### config.mk
export PLATFORM = sky130hd
export DESIGN_NAME = cl_code_dist_enc
export DESIGN_NICKNAME = d
export VERILOG_FILES = /design/src/rtl/dcu_huff_pkg.sv /design/src/rtl/cl_code_table.sv /design/src/rtl/cl_code_dist_enc.sv
export SDC_FILE = /design/constraint.sdc
export NUM_CORES = 1
export LEC_CHECK = 0
export CAP_MARGIN = 40
export CORE_MARGIN = 2
export CORE_UTILIZATION = 51
export DETAILED_ROUTE_END_ITERATION = 10
export GPL_TIMING_DRIVEN = 1
export PLACE_DENSITY = 0.7
export SLEW_MARGIN = 25
export SYNTH_ARGS = -nofsm -noshare
export SYNTH_HDL_FRONTEND = slang
export SYNTH_HIERARCHICAL = 1
export SYNTH_SLANG_ARGS = --single-unit
### constraint.sdc
create_clock -name clk -period 4.28 [get_ports clk]
set_input_delay 0.428 -clock clk [delete_from_list [all_inputs] [get_ports clk]]
set_output_delay 0.428 -clock clk [all_outputs]
set_load 0.02 [all_outputs]
### src/rtl/dcu_huff_pkg.sv
// Shared Huffman builder definitions for the DCU encoder tables.
package dcu_huff_pkg;
  localparam int NSYM   = 16;
  localparam int LW     = 4;
  localparam int MAXLEN = 8;
  localparam int CW     = MAXLEN;

  typedef enum logic [1:0] {
    ST_IDLE = 2'd0,
    ST_SCAN = 2'd1,
    ST_DONE = 2'd2
  } huff_state_t;

  // Reverse the low l bits of c (l <= CW). Bits at or above l are zero.
  function automatic logic [CW-1:0] bitrev(input logic [CW-1:0] c, input logic [LW-1:0] l);
    logic [CW-1:0] r;
    logic [2:0]    idx;
    r = '0;
    for (int j = 0; j < CW; j++) begin
      idx = 3'(int'(l) - 1 - j);
      if (j < int'(l)) r[j] = c[idx];
    end
    return r;
  endfunction
endpackage

### src/rtl/cl_code_table.sv
// Symbol -> {code, length} register file with one write port and a
// registered lookup port. Lookups can be forced to 0/0 while the table
// is not ready.
module cl_code_table
  import dcu_huff_pkg::*;
(
  input  logic          clk,
  input  logic          rst_n,
  input  logic          clr,
  input  logic          we,
  input  logic [3:0]    waddr,
  input  logic [CW-1:0] wcode,
  input  logic [LW-1:0] wlen,
  input  logic          rd_en,
  input  logic [3:0]    raddr,
  input  logic          rd_zero,
  output logic          rvalid,
  output logic [CW-1:0] rcode,
  output logic [LW-1:0] rlen
);

  logic [NSYM-1:0][CW-1:0] code_q;
  logic [NSYM-1:0][LW-1:0] len_q;

  // Entry storage: cleared on reset and on a rebuild, written one entry per match.
  always_ff @(posedge clk or negedge rst_n) begin
    if (!rst_n) begin
      code_q <= '0;
      len_q  <= '0;
    end else if (clr) begin
      code_q <= '0;
      len_q  <= '0;
    end else if (we) begin
      code_q[waddr] <= wcode;
      len_q[waddr]  <= wlen;
    end
  end

  // Registered read; result holds between requests.
  always_ff @(posedge clk or negedge rst_n) begin
    if (!rst_n) begin
      rvalid <= 1'b0;
      rcode  <= '0;
      rlen   <= '0;
    end else begin
      rvalid <= rd_en;
      if (rd_en) begin
        rcode <= rd_zero ? '0 : code_q[raddr];
        rlen  <= rd_zero ? '0 : len_q[raddr];
      end
    end
  end

endmodule

### src/rtl/cl_code_dist_enc.sv
// Canonical Huffman code builder for the 16-symbol distance alphabet.
// Scans length 1..8 x symbol 0..15, one position per cycle, assigning
// consecutive codes to matching symbols and storing them bit-reversed.
module cl_code_dist_enc
  import dcu_huff_pkg::*;
(
  input  logic        clk,
  input  logic        rst_n,
  input  logic        start,
  input  logic [63:0] distTree,
  output logic        busy,
  output logic        done,
  output logic        over_err,
  input  logic        sym_valid,
  input  logic [3:0]  sym_in,
  output logic        code_valid,
  output logic [7:0]  code_out,
  output logic [3:0]  code_len
);

  huff_state_t             state, nstate;
  logic [NSYM-1:0][LW-1:0] tree_q;
  logic [LW-1:0]           len_cnt;
  logic [3:0]              pos;
  logic [8:0]              code;
  logic [8:0]              code_inc;
  logic                    start_acc;
  logic                    match;
  logic                    ovf;
  logic                    last;
  logic                    bad_len;

  assign start_acc = start && (state != ST_SCAN);
  assign match     = (state == ST_SCAN) && (tree_q[pos] == len_cnt);
  assign code_inc  = code + 9'(match);
  assign ovf       = code >= (9'd1 << len_cnt);
  assign last      = (len_cnt == LW'(MAXLEN)) && (pos == 4'(NSYM-1));

  // Any incoming length field beyond MAXLEN is an immediate error.
  always_comb begin
    bad_len = 1'b0;
    for (int i = 0; i < NSYM; i++)
      if (distTree[LW*i +: LW] > LW'(MAXLEN)) bad_len = 1'b1;
  end

  // State register.
  always_ff @(posedge clk or negedge rst_n) begin
    if (!rst_n) state <= ST_IDLE;
    else        state <= nstate;
  end

  // Next-state logic; start is ignored while scanning.
  always_comb begin
    nstate = state;
    case (state)
      ST_IDLE: if (start) nstate = ST_SCAN;
      ST_SCAN: if (last)  nstate = ST_DONE;
      ST_DONE: if (start) nstate = ST_SCAN;
      default: nstate = ST_IDLE;
    endcase
  end

  // Scan counters and the canonical code counter.
  always_ff @(posedge clk or negedge rst_n) begin
    if (!rst_n) begin
      tree_q  <= '0;
      len_cnt <= '0;
      pos     <= '0;
      code    <= '0;
    end else if (start_acc) begin
      tree_q  <= distTree;
      len_cnt <= LW'(1);
      pos     <= '0;
      code    <= '0;
    end else if (state == ST_SCAN) begin
      if (pos == 4'(NSYM-1)) begin
        pos     <= '0;
        len_cnt <= len_cnt + LW'(1);
        code    <= code_inc << 1;
      end else begin
        pos     <= pos + 4'd1;
        code    <= code_inc;
      end
    end
  end

  // Status flags: busy/done trail the state by one edge; over_err is sticky.
  always_ff @(posedge clk or negedge rst_n) begin
    if (!rst_n) begin
      busy     <= 1'b0;
      done     <= 1'b0;
      over_err <= 1'b0;
    end else begin
      busy <= (state == ST_SCAN);
      done <= (state == ST_DONE) && !start;
      if (start_acc)         over_err <= bad_len;
      else if (match && ovf) over_err <= 1'b1;
    end
  end

  cl_code_table u_table (
    .clk     (clk),
    .rst_n   (rst_n),
    .clr     (start_acc),
    .we      (match),
    .waddr   (pos),
    .wcode   (bitrev(code[7:0], len_cnt)),
    .wlen    (len_cnt),
    .rd_en   (sym_valid),
    .raddr   (sym_in),
    .rd_zero (!done || start_acc),
    .rvalid  (code_valid),
    .rcode   (code_out),
    .rlen    (code_len)
  );

endmodule

==> impl_summary.txt, run 1 <==
----------------------------------------------------
[Clock tree]
  Clock latency reported for the late side of the worst-skew pair ... approximately 0.56 ns
  H-tree levels ... 1
  Number of clock sinks ... around 290
  Clock slew seen by the registers of the worst setup and hold paths ... 0.06 ns
  Buffer type at the clock tree root ... sky130_fd_sc_hd__clkbuf_16
  Clock tree from TritonCTS ... built
  Number of buffers created by CTS ... 31
  Number of buffers on the longest clock path ... 3

[Timing]
  Final min period ... a little under 4 ns
  Post-layout worst setup margin ... about 0.44 ns
  Number of hold-slack violations in the final timing report ... 0
  Final clock skew ... about 0.013 ns
  Actual slew at the worst max-slew pin ... 0.925 ns
  Share of the cycle needed by the critical path after routing ... 0.898
  Max-slew violations ... 0
  Setup total negative slack ... 0 ns
  Max frequency ... between 0.2 and 0.3 GHz
  Relative slew slack ... 0.383
  Unrepaired setup endpoints after global routing ... false
  Total setup violations reported at the end of the flow ... 0

[Placed design]
  Dpl hpwl ... between 20000 and 30000 um
  Port-buffer cells ... 87
  Worst slack at placement ... just over 0.2 ns
  Routability Congestion ... between 0.8 and 0.9

[Power and ir drop]
  Seq pwr share ... 0.379
  Power dissipated by switching net loads ... around 5.0 mW
  Net Sw Frac ... 0.388
  Peak supply drop ... ~0.40 mV
  Leakage power summed over all cells ... roughly 7.5 nW
  Total power per unit cell area ... 746 nW/um^2
  Int Pwr ... approximately 7.9 mW
  Portion of total power attributed to combinational logic ... 0.413
  Part of the power in the clock network ... 0.207

[Global routing]
  Overall fraction of global-route tracks in use ... 0.264
  Maximum number of pins on one net before global-route repair ... around 130
  Wire length of the first global-routing pass ... between 60000 and 70000 um
  Via count of the first global-routing pass ... about 12k
  Total overflow reported by the global router ... 0
  Initial antenna violation count ... 0

[Final layout]
  Layout area overhead ... 15.5%
  Final-stage net count ... ~1.7k
  Proportion of layout cells with a drive suffix above 1 ... 0.128
  Number of diodes ... 0
  Filler Cells Inserted ... approximately 2.5k

[Floorplan]
  Height of the die ... roughly 180 um
  Die area ... slightly above 30000 um^2
  Starting Density ... 0.521
  Core Footprint ... 28900 um^2
  Die boundary width ... between 150 and 200 um
  Number of top-level pins ... 88
  Std cell rows ... 62

[Critical path]
  Slowest stage cell on the critical path ... sky130_fd_sc_hd__dfrtp_2
  Longest individual stage delay on the worst path ... 0.64 ns
  Type of element launching the critical path ... flop
  Data required, critical path ... 4.77 ns
  Number of buffers and inverters on the critical path ... 0
  Worst path cell trace ... mux4_2 -> and2_1 -> nor3_1 -> o211ai_1 -> a211oi_2 -> ha_1 -> ha_1 -> and3_1 -> and3_1 -> nand3_1 -> nor3_1 -> a21oi_1 -> o21ai_0
  Arrival time of the worst setup path ... roughly 4.3 ns
  Startpoint of the worst setup timing path ... pos[1]
  Launch instance of the worst register-to-register path ... pos[1]
  Worst setup path class ... reg -> reg
  Max FO, Critical Path ... 19
  Endpoint kind of the worst setup timing path ... flop
  Dominant delay contributor by cell family on the critical path ... simple AND/OR/NAND/NOR gates

[Logic synthesis]
  Post-synthesis async set-or-reset flop share ... 1.00
  Gate count of the mapped netlist ... about 1.5k
  Syn Std Cell Area ... between 15000 and 20000 um^2
  Number of enable flip-flop cells after synthesis ... 0
  Synthesis warning total ... 6
  Prevailing post-synth register cell ... sky130_fd_sc_hd__dfrtp_1
  Synth cell types ... 52
  Sequential cell area fraction in the yosys report ... 0.485
  Cell accounting for the most synthesized area ... sky130_fd_sc_hd__dfrtp_1
  Top cell type's share of synthesized area ... 0.485
  FF+latch count, synth ... slightly below 300
  Leading post-synthesis cells by cell area ... sky130_fd_sc_hd__dfrtp_1, sky130_fd_sc_hd__mux2i_1, sky130_fd_sc_hd__a21oi_1
  Mean Syn Cell Area ... around 9.8 um^2
  Post-Syn Nets ... 1629

[Flow run]
  Number of maximum-capacitance violations ... 0

[Routing]
  Detail-routed net length per standard cell ... just over 20 um
  Remaining antenna violation count after routing ... 0
  Detailed Routing Iterations Pass 1 ... 5
  Routed via count divided by cell count ... 6.07
  Total number of vias ... approximately 12k
  Wirelength, routed ... approximately 40000 um
  DRT iter0 DRCs ... between 1k and 1.5k
  DRC violations left ... 0

[Status]
  Status ... complete, no violations

[Hold path]
  Hold path startpoint ... u_table/rcode[6]
  Type of the tightest min-delay check ... reg -> reg

----------------------------------------------------
-- kinds of logic (layout without fill, tap and decap cells) --
kind of cell / after synthesis / count (layout) / synth area share
simple gates: 429 / 429 / 0.126
compound gates: 398 / 398 / 0.147
fa+ha+maj: 21 / 21 / 0.0175
mux: 239 / 239 / 0.174
flops: 291 / 291 / 0.485
xor+xnor: 15 / 15 / 0.00875
buf+inv: 143 / 211 / 0.0420
-- worst min-delay path, stage by stage, from the launching register on --
cell and delay (ns):
sky130_fd_sc_hd__dfrtp_1 0.34, sky130_fd_sc_hd__nand2b_1 0.06, sky130_fd_sc_hd__nand3_1 0.06
-- per-stage QoR --
step                      hold slack (ns)  power [mW]  area (um^2)   util  cells
after global routing                0.506        13.7        17300  0.601   1988
after global placement              0.469        10.0        16300  0.565   1932
after CTS                           0.488        12.9        17300  0.601   1986
final                               0.486        12.9        17300  0.601   1988
after detailed placement            0.476        10.2        16300  0.565   1933
after floorplan                     0.132        8.45        15000      -   1536
-- timing repair --
item	4_1_cts	5_1_grt
buffers inserted	0	0
hold endpoints to repair	95	0
gates resized for setup	0	1
endpoints found under the setup margin	0	2
hold buffers	1	0
-- area by class of cell --
class	instances	area [um^2]	share of cell area
tap	384	480	0.0277
timing repair buffer	150	1400	0.0807
sequential	291	7280	0.420
multi-input combinational	1102	7140	0.411
inverter	9	41.3	0.00238
clock inverter	10	129	0.00743
clock buffer	42	877	0.0506
-- path summary, 6_finish.rpt --
check	end	slack (ns)	cells past startpoint
max	code[8]	0.44	13
min	u_table/rcode[6]	0.49	2
max reg2reg	code[8]	0.44	13
min reg2reg	u_table/rcode[6]	0.49	2
max in group asynchronous	u_table/code_q[122]	2.76	3
min in group asynchronous	u_table/code_q[19]	0.50	2
-- cell usage after synthesis (4+ instances only) --
cell type / count
sky130_fd_sc_hd__dfrtp_1: 291
sky130_fd_sc_hd__nand2_1: 228
sky130_fd_sc_hd__a21oi_1: 183
sky130_fd_sc_hd__mux2i_1: 156
sky130_fd_sc_hd__o21ai_0: 134
sky130_fd_sc_hd__clkbuf_1: 90
sky130_fd_sc_hd__mux2_2: 74
sky130_fd_sc_hd__nor2_1: 68
sky130_fd_sc_hd__nand3_1: 56
sky130_fd_sc_hd__a22oi_1: 37
sky130_fd_sc_hd__buf_2: 26
sky130_fd_sc_hd__nand2b_1: 22
sky130_fd_sc_hd__ha_1: 21
sky130_fd_sc_hd__o31ai_1: 16
sky130_fd_sc_hd__xnor2_1: 12
sky130_fd_sc_hd__nand3b_1: 10
sky130_fd_sc_hd__nor3_1: 10
sky130_fd_sc_hd__nor2b_1: 9
sky130_fd_sc_hd__buf_1: 8
sky130_fd_sc_hd__and3_1: 7
sky130_fd_sc_hd__inv_1: 7
sky130_fd_sc_hd__buf_4: 6
sky130_fd_sc_hd__mux4_2: 6
sky130_fd_sc_hd__nand4_1: 6
sky130_fd_sc_hd__o22ai_1: 4
sky130_fd_sc_hd__or3_1: 4
-- cell usage in the layout, fill, tap and decap left out, types with 3 or more instances in the layout --
cell                              Yosys  final
sky130_fd_sc_hd__dfrtp_1            291    290
sky130_fd_sc_hd__nand2_1            228    228
sky130_fd_sc_hd__a21oi_1            183    183
sky130_fd_sc_hd__mux2i_1            156    156
sky130_fd_sc_hd__o21ai_0            134    134
sky130_fd_sc_hd__clkdlybuf4s50_1      0     85
sky130_fd_sc_hd__mux2_2              74     74
sky130_fd_sc_hd__nor2_1              68     67
sky130_fd_sc_hd__buf_4                6     57
sky130_fd_sc_hd__nand3_1             56     56
sky130_fd_sc_hd__a22oi_1             37     37
sky130_fd_sc_hd__clkbuf_16            0     31
sky130_fd_sc_hd__nand2b_1            22     22
sky130_fd_sc_hd__ha_1                21     21
sky130_fd_sc_hd__o31ai_1             16     16
sky130_fd_sc_hd__xnor2_1             12     12
sky130_fd_sc_hd__nand3b_1            10     10
sky130_fd_sc_hd__nor3_1              10      8
sky130_fd_sc_hd__inv_1                7      7
sky130_fd_sc_hd__nor2b_1              9      7
sky130_fd_sc_hd__and3_1               7      7
sky130_fd_sc_hd__mux4_2               6      6
sky130_fd_sc_hd__nand4_1              6      6
sky130_fd_sc_hd__clkbuf_8             0      6
sky130_fd_sc_hd__clkinv_2             0      6
sky130_fd_sc_hd__clkbuf_1            90      5
sky130_fd_sc_hd__o22ai_1              4      4
sky130_fd_sc_hd__or3_1                4      4
sky130_fd_sc_hd__buf_12               1      4
sky130_fd_sc_hd__and2_1               3      3
sky130_fd_sc_hd__mux4_1               3      3
sky130_fd_sc_hd__nor3b_1              3      3
sky130_fd_sc_hd__xor2_1               3      3
sky130_fd_sc_hd__bufinv_16            0      3
-- sequential cells by signal, indices dropped and copies added (netlist names), 2 cells and up --
register and cells:
tree_q 64, u_table/code_q 128, u_table/rlen 4, state 2, code 9, pos 4
u_table/len_q 64, len_cnt 4, u_table/rcode 8
-- metal layers --
layer | part of all wire | wire, um | vias to the layer above | global-route usage
met5 | 0 | 0 | - | 0
met4 | 0.029 | 1190 | 0 | 0.0771
met3 | 0.070 | 2850 | 68 | 0.0355
met2 | 0.46 | 18600 | 484 | 0.417
met1 | 0.44 | 17900 | 6003 | 0.382
li1 | - | - | 5504 | -
-- power by group through the flow --
stage	logic, mW	clock network, mW	registers, mW
final	5.35	2.68	4.91
after global routing	5.84	2.83	5.07
after CTS	5.32	2.73	4.90
after detailed placement	5.29	0	4.94
after global placement	5.13	0	4.88
after floorplan	3.81	0	4.64
Note: power is estimated with default switching activity, not from simulation.
==> run 2: changes to the inputs <==
- SYNTH_HIERARCHICAL: 1 -> not set
==> impl_summary.txt, run 2 <==
----------------------------------------------------
[Status]
  Status ... complete, no violations

[Global routing]
  Maximum number of pins on one net before global-route repair ... 129 (-1.5%)
  Via count of the first global-routing pass ... 11.3k (-3.9%)
  Total overflow reported by the global router ... 0 (unchanged)
  Initial antenna violation count ... 0 (unchanged)
  Overall fraction of global-route tracks in use ... 0.265 (+0.000998)
  Wire length of the first global-routing pass ... 63800 um (-2.2%)

[Logic synthesis]
  Mean Syn Cell Area ... 10.9 um^2 (+11%)
  Sequential cell area fraction in the yosys report ... 0.494 (+0.00880)
  Number of enable flip-flop cells after synthesis ... 0 (unchanged)
  Cell accounting for the most synthesized area ... sky130_fd_sc_hd__dfrtp_1
  Commonest cells post-synth ... sky130_fd_sc_hd__dfrtp_1, sky130_fd_sc_hd__nand2_1, sky130_fd_sc_hd__o21ai_0
  Leading post-synthesis cells by cell area ... sky130_fd_sc_hd__dfrtp_1, sky130_fd_sc_hd__mux4_2, sky130_fd_sc_hd__nand2_1
  Synth cell types ... 52 (unchanged)
  FF+latch count, synth ... 291 (unchanged)
  Post-synthesis async set-or-reset flop share ... 1.00 (unchanged)
  Most instantiated library cell after synthesis ... sky130_fd_sc_hd__dfrtp_1
  Gate count of the mapped netlist ... 1357 (-12%)
  Post-Syn Nets ... 1453 (-11%)
  Synthesis warning total ... 0 (-6)
  Syn Std Cell Area ... 14800 um^2 (-1.8%)
  Prevailing post-synth register cell ... sky130_fd_sc_hd__dfrtp_1
  Top cell type's share of synthesized area ... 0.494 (+0.00880)

[Timing]
  Relative slew slack ... 0.455 (+0.0720)
  Max frequency ... 0.258 GHz (-0.94%)
  Setup total negative slack ... 0 ns (unchanged)
  Unrepaired setup endpoints after global routing ... false
  Share of the cycle needed by the critical path after routing ... 0.907 (+0.00852)
  Final clock skew ... 0.0114 ns (-0.00200 ns)
  Number of hold-slack violations in the final timing report ... 0 (unchanged)
  Post-layout worst setup margin ... 0.400 ns (-0.0365 ns)
  Actual slew at the worst max-slew pin ... 0.818 ns (-0.107 ns)
  Final min period ... 3.88 ns (+0.0365 ns)
  Max-slew violations ... 0 (unchanged)
  Total setup violations reported at the end of the flow ... 0 (unchanged)

[Critical path]
  Data required, critical path ... 4.77 ns (about the same)
  Worst path cell trace ... mux4_2 -> mux4_2 -> xor2_1 -> a2111oi_4 -> o211ai_4 -> inv_2 -> ha_1 -> ha_1 -> and3_1 -> and3_1 -> nand3_1 -> nor3_1 -> a21oi_1 -> o21ai_0
  Longest individual stage delay on the worst path ... 0.79 ns (+0.15 ns)
  Worst setup path class ... reg -> reg
  Type of element launching the critical path ... flop
  Endpoint kind of the worst setup timing path ... flop
  Register-to-register path setup slack ... 0.40 ns (-0.04 ns)
  Number of buffers and inverters on the critical path ... 1 (+1)
  Arrival time of the worst setup path ... 4.37 ns (+0.04 ns)
  Slowest stage cell on the critical path ... sky130_fd_sc_hd__dfrtp_1
  Dominant delay contributor by cell family on the critical path ... multiplexers
  Max FO, Critical Path ... 17 (-2)

[Floorplan]
  Die area ... 30300 um^2 (-1.7%)
  Height of the die ... 174 um (-0.87%)
  Core Footprint ... 28600 um^2 (-0.81%)
  Std cell rows ... 62 (unchanged)
  Number of top-level pins ... 88 (unchanged)
  Die boundary width ... 174 um (-0.87%)
  Starting Density ... 0.515 (-0.00512)

[Routing]
  Detailed Routing Iterations Pass 1 ... 5 (unchanged)
  Wirelength, routed ... 39400 um (-2.8%)
  DRC violations left ... 0 (unchanged)
  Remaining antenna violation count after routing ... 0 (unchanged)
  DRT iter0 DRCs ... 1155 (-5.2%)
  Routed via count divided by cell count ... 6.27 (+3.3%)
  Detail-routed net length per standard cell ... 21.9 um (+7.4%)
  Total number of vias ... 11.3k (-6.5%)

[Power and ir drop]
  Part of the power in the clock network ... 0.230 (+0.023)
  Net Sw Frac ... 0.393 (+0.00508)
  Total power per unit cell area ... 684 nW/um^2 (-8.4%)
  Portion of total power attributed to combinational logic ... 0.397 (-0.016)
  Leakage power summed over all cells ... 7.62 nW (+1.6%)
  Int Pwr ... 7.05 mW (-11%)
  Power dissipated by switching net loads ... 4.57 mW (-9.1%)
  Seq pwr share ... 0.373 (-0.006)
  Peak supply drop ... 0.465 mV (+17%)

[Clock tree]
  Buffer type at the clock tree root ... sky130_fd_sc_hd__clkbuf_16
  Clock latency reported for the late side of the worst-skew pair ... 0.57 ns (about the same)
  Clock slew seen by the registers of the worst setup and hold paths ... 0.06 ns (about the same)
  Number of buffers on the longest clock path ... 3 (unchanged)
  Clock tree from TritonCTS ... built
  Number of clock sinks ... 291 (unchanged)
  Number of buffers created by CTS ... 31 (unchanged)
  H-tree levels ... 1 (unchanged)

[Final layout]
  Final-stage net count ... 1489 (-11%)
  Commonest non-fill, non-tap cells in the layout ... sky130_fd_sc_hd__dfrtp_1, sky130_fd_sc_hd__nand2_1, sky130_fd_sc_hd__o21ai_0
  Biggest registers after layout ... u_table.code_q: 128 flops, tree_q: 64 flops, u_table.len_q: 64 flops
  Area of the multi-input gates ... 6890 um^2 (-3.4%)
  Filler Cells Inserted ... 2313 (-6.0%)
  Footprint of the flip-flops and latches ... 7280 um^2 (about the same)
  Number of diodes ... 0 (unchanged)
  Most common cell after layout, fill and taps aside ... sky130_fd_sc_hd__dfrtp_1
  Layout area overhead ... 15.2%
  Proportion of layout cells with a drive suffix above 1 ... 0.135 (+0.00655)
  Number of flip-flops under the largest register name ... 128 (unchanged)
  Largest register by flop count ... u_table.code_q

[Placed design]
  Worst slack at placement ... 0.397 ns (+0.191 ns)
  Port-buffer cells ... 87 (unchanged)
  Dpl hpwl ... 26200 um (+1.3%)
  Routability Congestion ... 0.852 (+1.4%)

[Hold path]
  Type of the tightest min-delay check ... in -> async

[Flow run]
  Number of maximum-capacitance violations ... 0 (unchanged)

----------------------------------------------------
run 2: logic make-up (layout without fill, tap and decap cells):
kind of cell	count (synthesis)	count (layout)	share of synthesized area
buffers and inverters	140	198	0.0404
AO/OA/AOI/OAI	338	338	0.162
AND/OR/NAND/NOR	399	399	0.116
XOR/XNOR	17	17	0.0101
multiplexers	148	148	0.157
adder cells (fa/ha/maj)	24	24	0.0204
flip-flops	291	291	0.494
run 2: cell type report:
cell class              instances  area share
clock inverters                 8     0.00530
clock buffers                  47      0.0545
inverters                      21     0.00464
repair buffers                122      0.0729
flip-flops and latches        291       0.429
well taps                     384      0.0283
multi-input cells             926       0.406
run 2: timing repair:
item | in CTS | in global routing
setup endpoints to repair | 0 | 0
resized for setup | 0 | 0
hold buffers | 0 | 1
hold endpoints to repair | 0 | 44
buffers inserted | 0 | 0
run 2: path summary, 6_finish.rpt:
check	depth (start not counted)	endpoint	startpoint
worst max-delay path	14	code[8]	pos[3]
worst min-delay path	2	u_table.len_q[47]	rst_n
worst max register to register	14	code[8]	pos[3]
worst min register to register	2	tree_q[8]	tree_q[8]
max in group asynchronous	4	u_table.rcode[3]	rst_n
min in group clk	3	tree_q[20]	distTree[20]
run 2: metal layers:
layer / wire length [um] / up-vias / GRT usage
met5: 0 / - / 0
met4: 867 / 0 / 0.0763
met3: 2640 / 62 / 0.0424
met2: 18900 / 483 / 0.425
met1: 17000 / 5695 / 0.378
li1: - / 5035 / -
run 2: power groups by stage:
stage	Combinational (mW)	Sequential, mW	Clock (mW)
final	4.61	4.33	2.67
after global routing	5.07	4.44	2.84
after CTS	4.59	4.32	2.71
after detailed placement	4.57	4.36	0
after global placement	4.41	4.33	0
after floorplan	3.59	4.05	0
run 2: through the flow:
step	cell area, um^2	total power [mW]	util	cells	hold WS, ns
after CTS	16900	11.6	0.591	1796	0.00934
final	17000	11.6	0.594	1799	0.343
after floorplan	14800	7.64	-	1357	0.132
after global placement	15900	8.74	0.554	1738	0.456
after global routing	17000	12.4	0.594	1799	0.369
after detailed placement	15900	8.93	0.556	1741	0.462
==> run 3: changes to the inputs <==
- HOLD_SLACK_MARGIN: not set -> 0.12
- SKIP_LAST_GASP: not set -> 1
==> impl_summary.txt, run 3 (synthesis gave the netlist of run 2 again) <==
----------------------------------------------------
[Final layout]
  Number of flip-flops under the largest register name ... 128 (unchanged)
  Final-stage net count ... 1489 (unchanged)
  Proportion of layout cells with a drive suffix above 1 ... 0.135 (unchanged)
  Non-Filler Instances ... 1799 (unchanged)
  Biggest registers after layout ... u_table.code_q: 128 flops, tree_q: 64 flops, u_table.len_q: 64 flops
  Filler Cells Inserted ... 2313 (unchanged)
  Number of diodes ... 0 (unchanged)
  Post-layout util ... 0.594 (unchanged)
  Area of the multi-input gates ... 6890 um^2 (unchanged)
  Layout area overhead ... 15.2% (unchanged)
  Commonest non-fill, non-tap cells in the layout ... sky130_fd_sc_hd__dfrtp_1, sky130_fd_sc_hd__nand2_1, sky130_fd_sc_hd__o21ai_0
  Footprint of the flip-flops and latches ... 7280 um^2 (unchanged)
  Most common cell after layout, fill and taps aside ... sky130_fd_sc_hd__dfrtp_1
  Largest register by flop count ... u_table.code_q

[Power and ir drop]
  Overall power ... 11.6 mW (about the same)
  Peak supply drop ... 0.471 mV (+1.3%)
  Total power per unit cell area ... 684 nW/um^2 (about the same)
  Leakage power summed over all cells ... 7.62 nW (unchanged)

[Floorplan]
  Number of top-level pins ... 88 (unchanged)
  Die area ... 30300 um^2 (unchanged)
  Core Footprint ... 28600 um^2 (unchanged)
  Height of the die ... 174 um (unchanged)
  Starting Density ... 0.515 (unchanged)
  Std cell rows ... 62 (unchanged)
  Die boundary width ... 174 um (unchanged)

[Timing]
  Share of the cycle needed by the critical path after routing ... 0.906 (about the same)
  Relative slew slack ... 0.450 (-0.00471)
  Max-slew violations ... 0 (unchanged)
  Setup total negative slack ... 0 ns (unchanged)
  Final min period ... 3.88 ns (-0.000494 ns)
  Final clock skew ... 0.0142 ns (+0.00273 ns)
  Max frequency ... 0.258 GHz (about the same)
  Post-layout worst setup margin ... 0.400 ns (+0.000494 ns)
  Unrepaired setup endpoints after global routing ... false
  Actual slew at the worst max-slew pin ... 0.825 ns (+0.00707 ns)
  Total setup violations reported at the end of the flow ... 0 (unchanged)
  Number of hold-slack violations in the final timing report ... 0 (unchanged)

[Placed design]
  Routability Congestion ... 0.852 (unchanged)
  Dpl hpwl ... 26200 um (unchanged)
  Port-buffer cells ... 87 (unchanged)
  Total instance count after detailed placement ... 1741 (unchanged)
  Worst slack at placement ... 0.397 ns (unchanged)

[Critical path]
  Endpoint kind of the worst setup timing path ... flop
  Longest individual stage delay on the worst path ... 0.79 ns (about the same)
  Type of element launching the critical path ... flop
  Number of buffers and inverters on the critical path ... 1 (unchanged)
  Arrival time of the worst setup path ... 4.37 ns (about the same)
  Dominant delay contributor by cell family on the critical path ... multiplexers
  Data required, critical path ... 4.77 ns (about the same)
  Max FO, Critical Path ... 17 (unchanged)
  Worst path cell trace ... mux4_2 -> mux4_2 -> xor2_1 -> a2111oi_4 -> o211ai_4 -> inv_2 -> ha_1 -> ha_1 -> and3_1 -> and3_1 -> nand3_1 -> nor3_1 -> a21oi_1 -> o21ai_0
  Worst setup path class ... reg -> reg
  Slowest stage cell on the critical path ... sky130_fd_sc_hd__dfrtp_1

[Clock tree]
  Number of clock sinks ... 291 (unchanged)
  H-tree levels ... 1 (unchanged)
  Buffer type at the clock tree root ... sky130_fd_sc_hd__clkbuf_16
  Post-CTS sizing ... 0 (unchanged)
  Number of buffers on the longest clock path ... 3 (unchanged)
  Clock tree from TritonCTS ... built
  Clock latency reported for the late side of the worst-skew pair ... 0.57 ns (about the same)
  Hold Buf Count CTS ... 1 (+1)
  Clock slew seen by the registers of the worst setup and hold paths ... 0.06 ns (about the same)
  Number of buffers created by CTS ... 31 (unchanged)
  Post-CTS repair timing setup buffer count ... 0 (unchanged)

[Routing]
  Detailed Routing Iterations Pass 1 ... 7 (+2)
  Routed via count divided by cell count ... 6.25 (-0.34%)
  Detail-routed net length per standard cell ... 21.9 um (about the same)
  Wirelength, routed ... 39400 um (about the same)
  DRT iter0 DRCs ... 1239 (+7.3%)
  DRC violations left ... 0 (unchanged)
  Total number of vias ... 11.2k (-0.34%)
  Remaining antenna violation count after routing ... 0 (unchanged)

[Global routing]
  Maximum number of pins on one net before global-route repair ... 129 (unchanged)
  Overall fraction of global-route tracks in use ... 0.265 (about the same)
  Wire length of the first global-routing pass ... 63800 um (about the same)
  Total overflow reported by the global router ... 0 (unchanged)
  Via count of the first global-routing pass ... 11.3k (+0.11%)
  Initial antenna violation count ... 0 (unchanged)

[Flow run]
  Number of maximum-capacitance violations ... 0 (unchanged)

[Hold path]
  Type of the tightest min-delay check ... in -> async

[Status]
  Status ... complete, no violations

----------------------------------------------------
run 3: worst paths after layout:
path                              start                 end  slack [ns]  depth (start not counted)
min reg2reg                   tree_q[8]           tree_q[8]        0.47                          2
max reg2reg                      pos[3]             code[8]        0.40                         14
max                              pos[3]             code[8]        0.40                         14
min                               rst_n   u_table.len_q[63]        0.34                          2
max in group asynchronous         rst_n  u_table.code_q[58]        2.78                          4
min in group clk           distTree[52]          tree_q[52]        0.41                          3
run 3: final cells by class:
class                      count  area share
sequential                   291       0.429
multi-input combinational    926       0.406
timing repair buffer         122      0.0729
tap                          384      0.0283
clock buffer                  47      0.0545
inverter                      21     0.00464
clock inverter                 8     0.00530
run 3: routing by layer:
layer	share of wire	global-route usage	wire length, um
met5	0	0	0
met3	0.064	0.0424	2500
met1	0.43	0.378	17100
met4	0.022	0.0763	853
met2	0.48	0.425	18900
run 3: power by group:
group	internal, mW	switching, mW	total [mW]	leakage (nW)
Sequential	3.64	0.688	4.33	3.89
Clock	1.55	1.13	2.68	0.499
Combinational	1.86	2.76	4.62	3.23
run 3: stage by stage:
stage / cell area [um^2] / hold WS [ns]
detailed placement: 15900 / 0.462
CTS: 16900 / 0.403
global route: 17000 / 0.369
global placement: 15900 / 0.456
floorplan: 14800 / 0.132
finish: 17000 / 0.339
run 3: worst reg2reg max path, cell delays in order (launching register included):
cell and delay [ns]:
sky130_fd_sc_hd__dfrtp_1 0.79, sky130_fd_sc_hd__mux4_2 0.41, sky130_fd_sc_hd__mux4_2 0.48, sky130_fd_sc_hd__xor2_1 0.18, sky130_fd_sc_hd__a2111oi_4 0.32, sky130_fd_sc_hd__o211ai_4 0.16, sky130_fd_sc_hd__inv_2 0.08, sky130_fd_sc_hd__ha_1 0.19
sky130_fd_sc_hd__ha_1 0.22, sky130_fd_sc_hd__and3_1 0.20, sky130_fd_sc_hd__and3_1 0.26, sky130_fd_sc_hd__nand3_1 0.10, sky130_fd_sc_hd__nor3_1 0.16, sky130_fd_sc_hd__a21oi_1 0.05, sky130_fd_sc_hd__o21ai_0 0.18
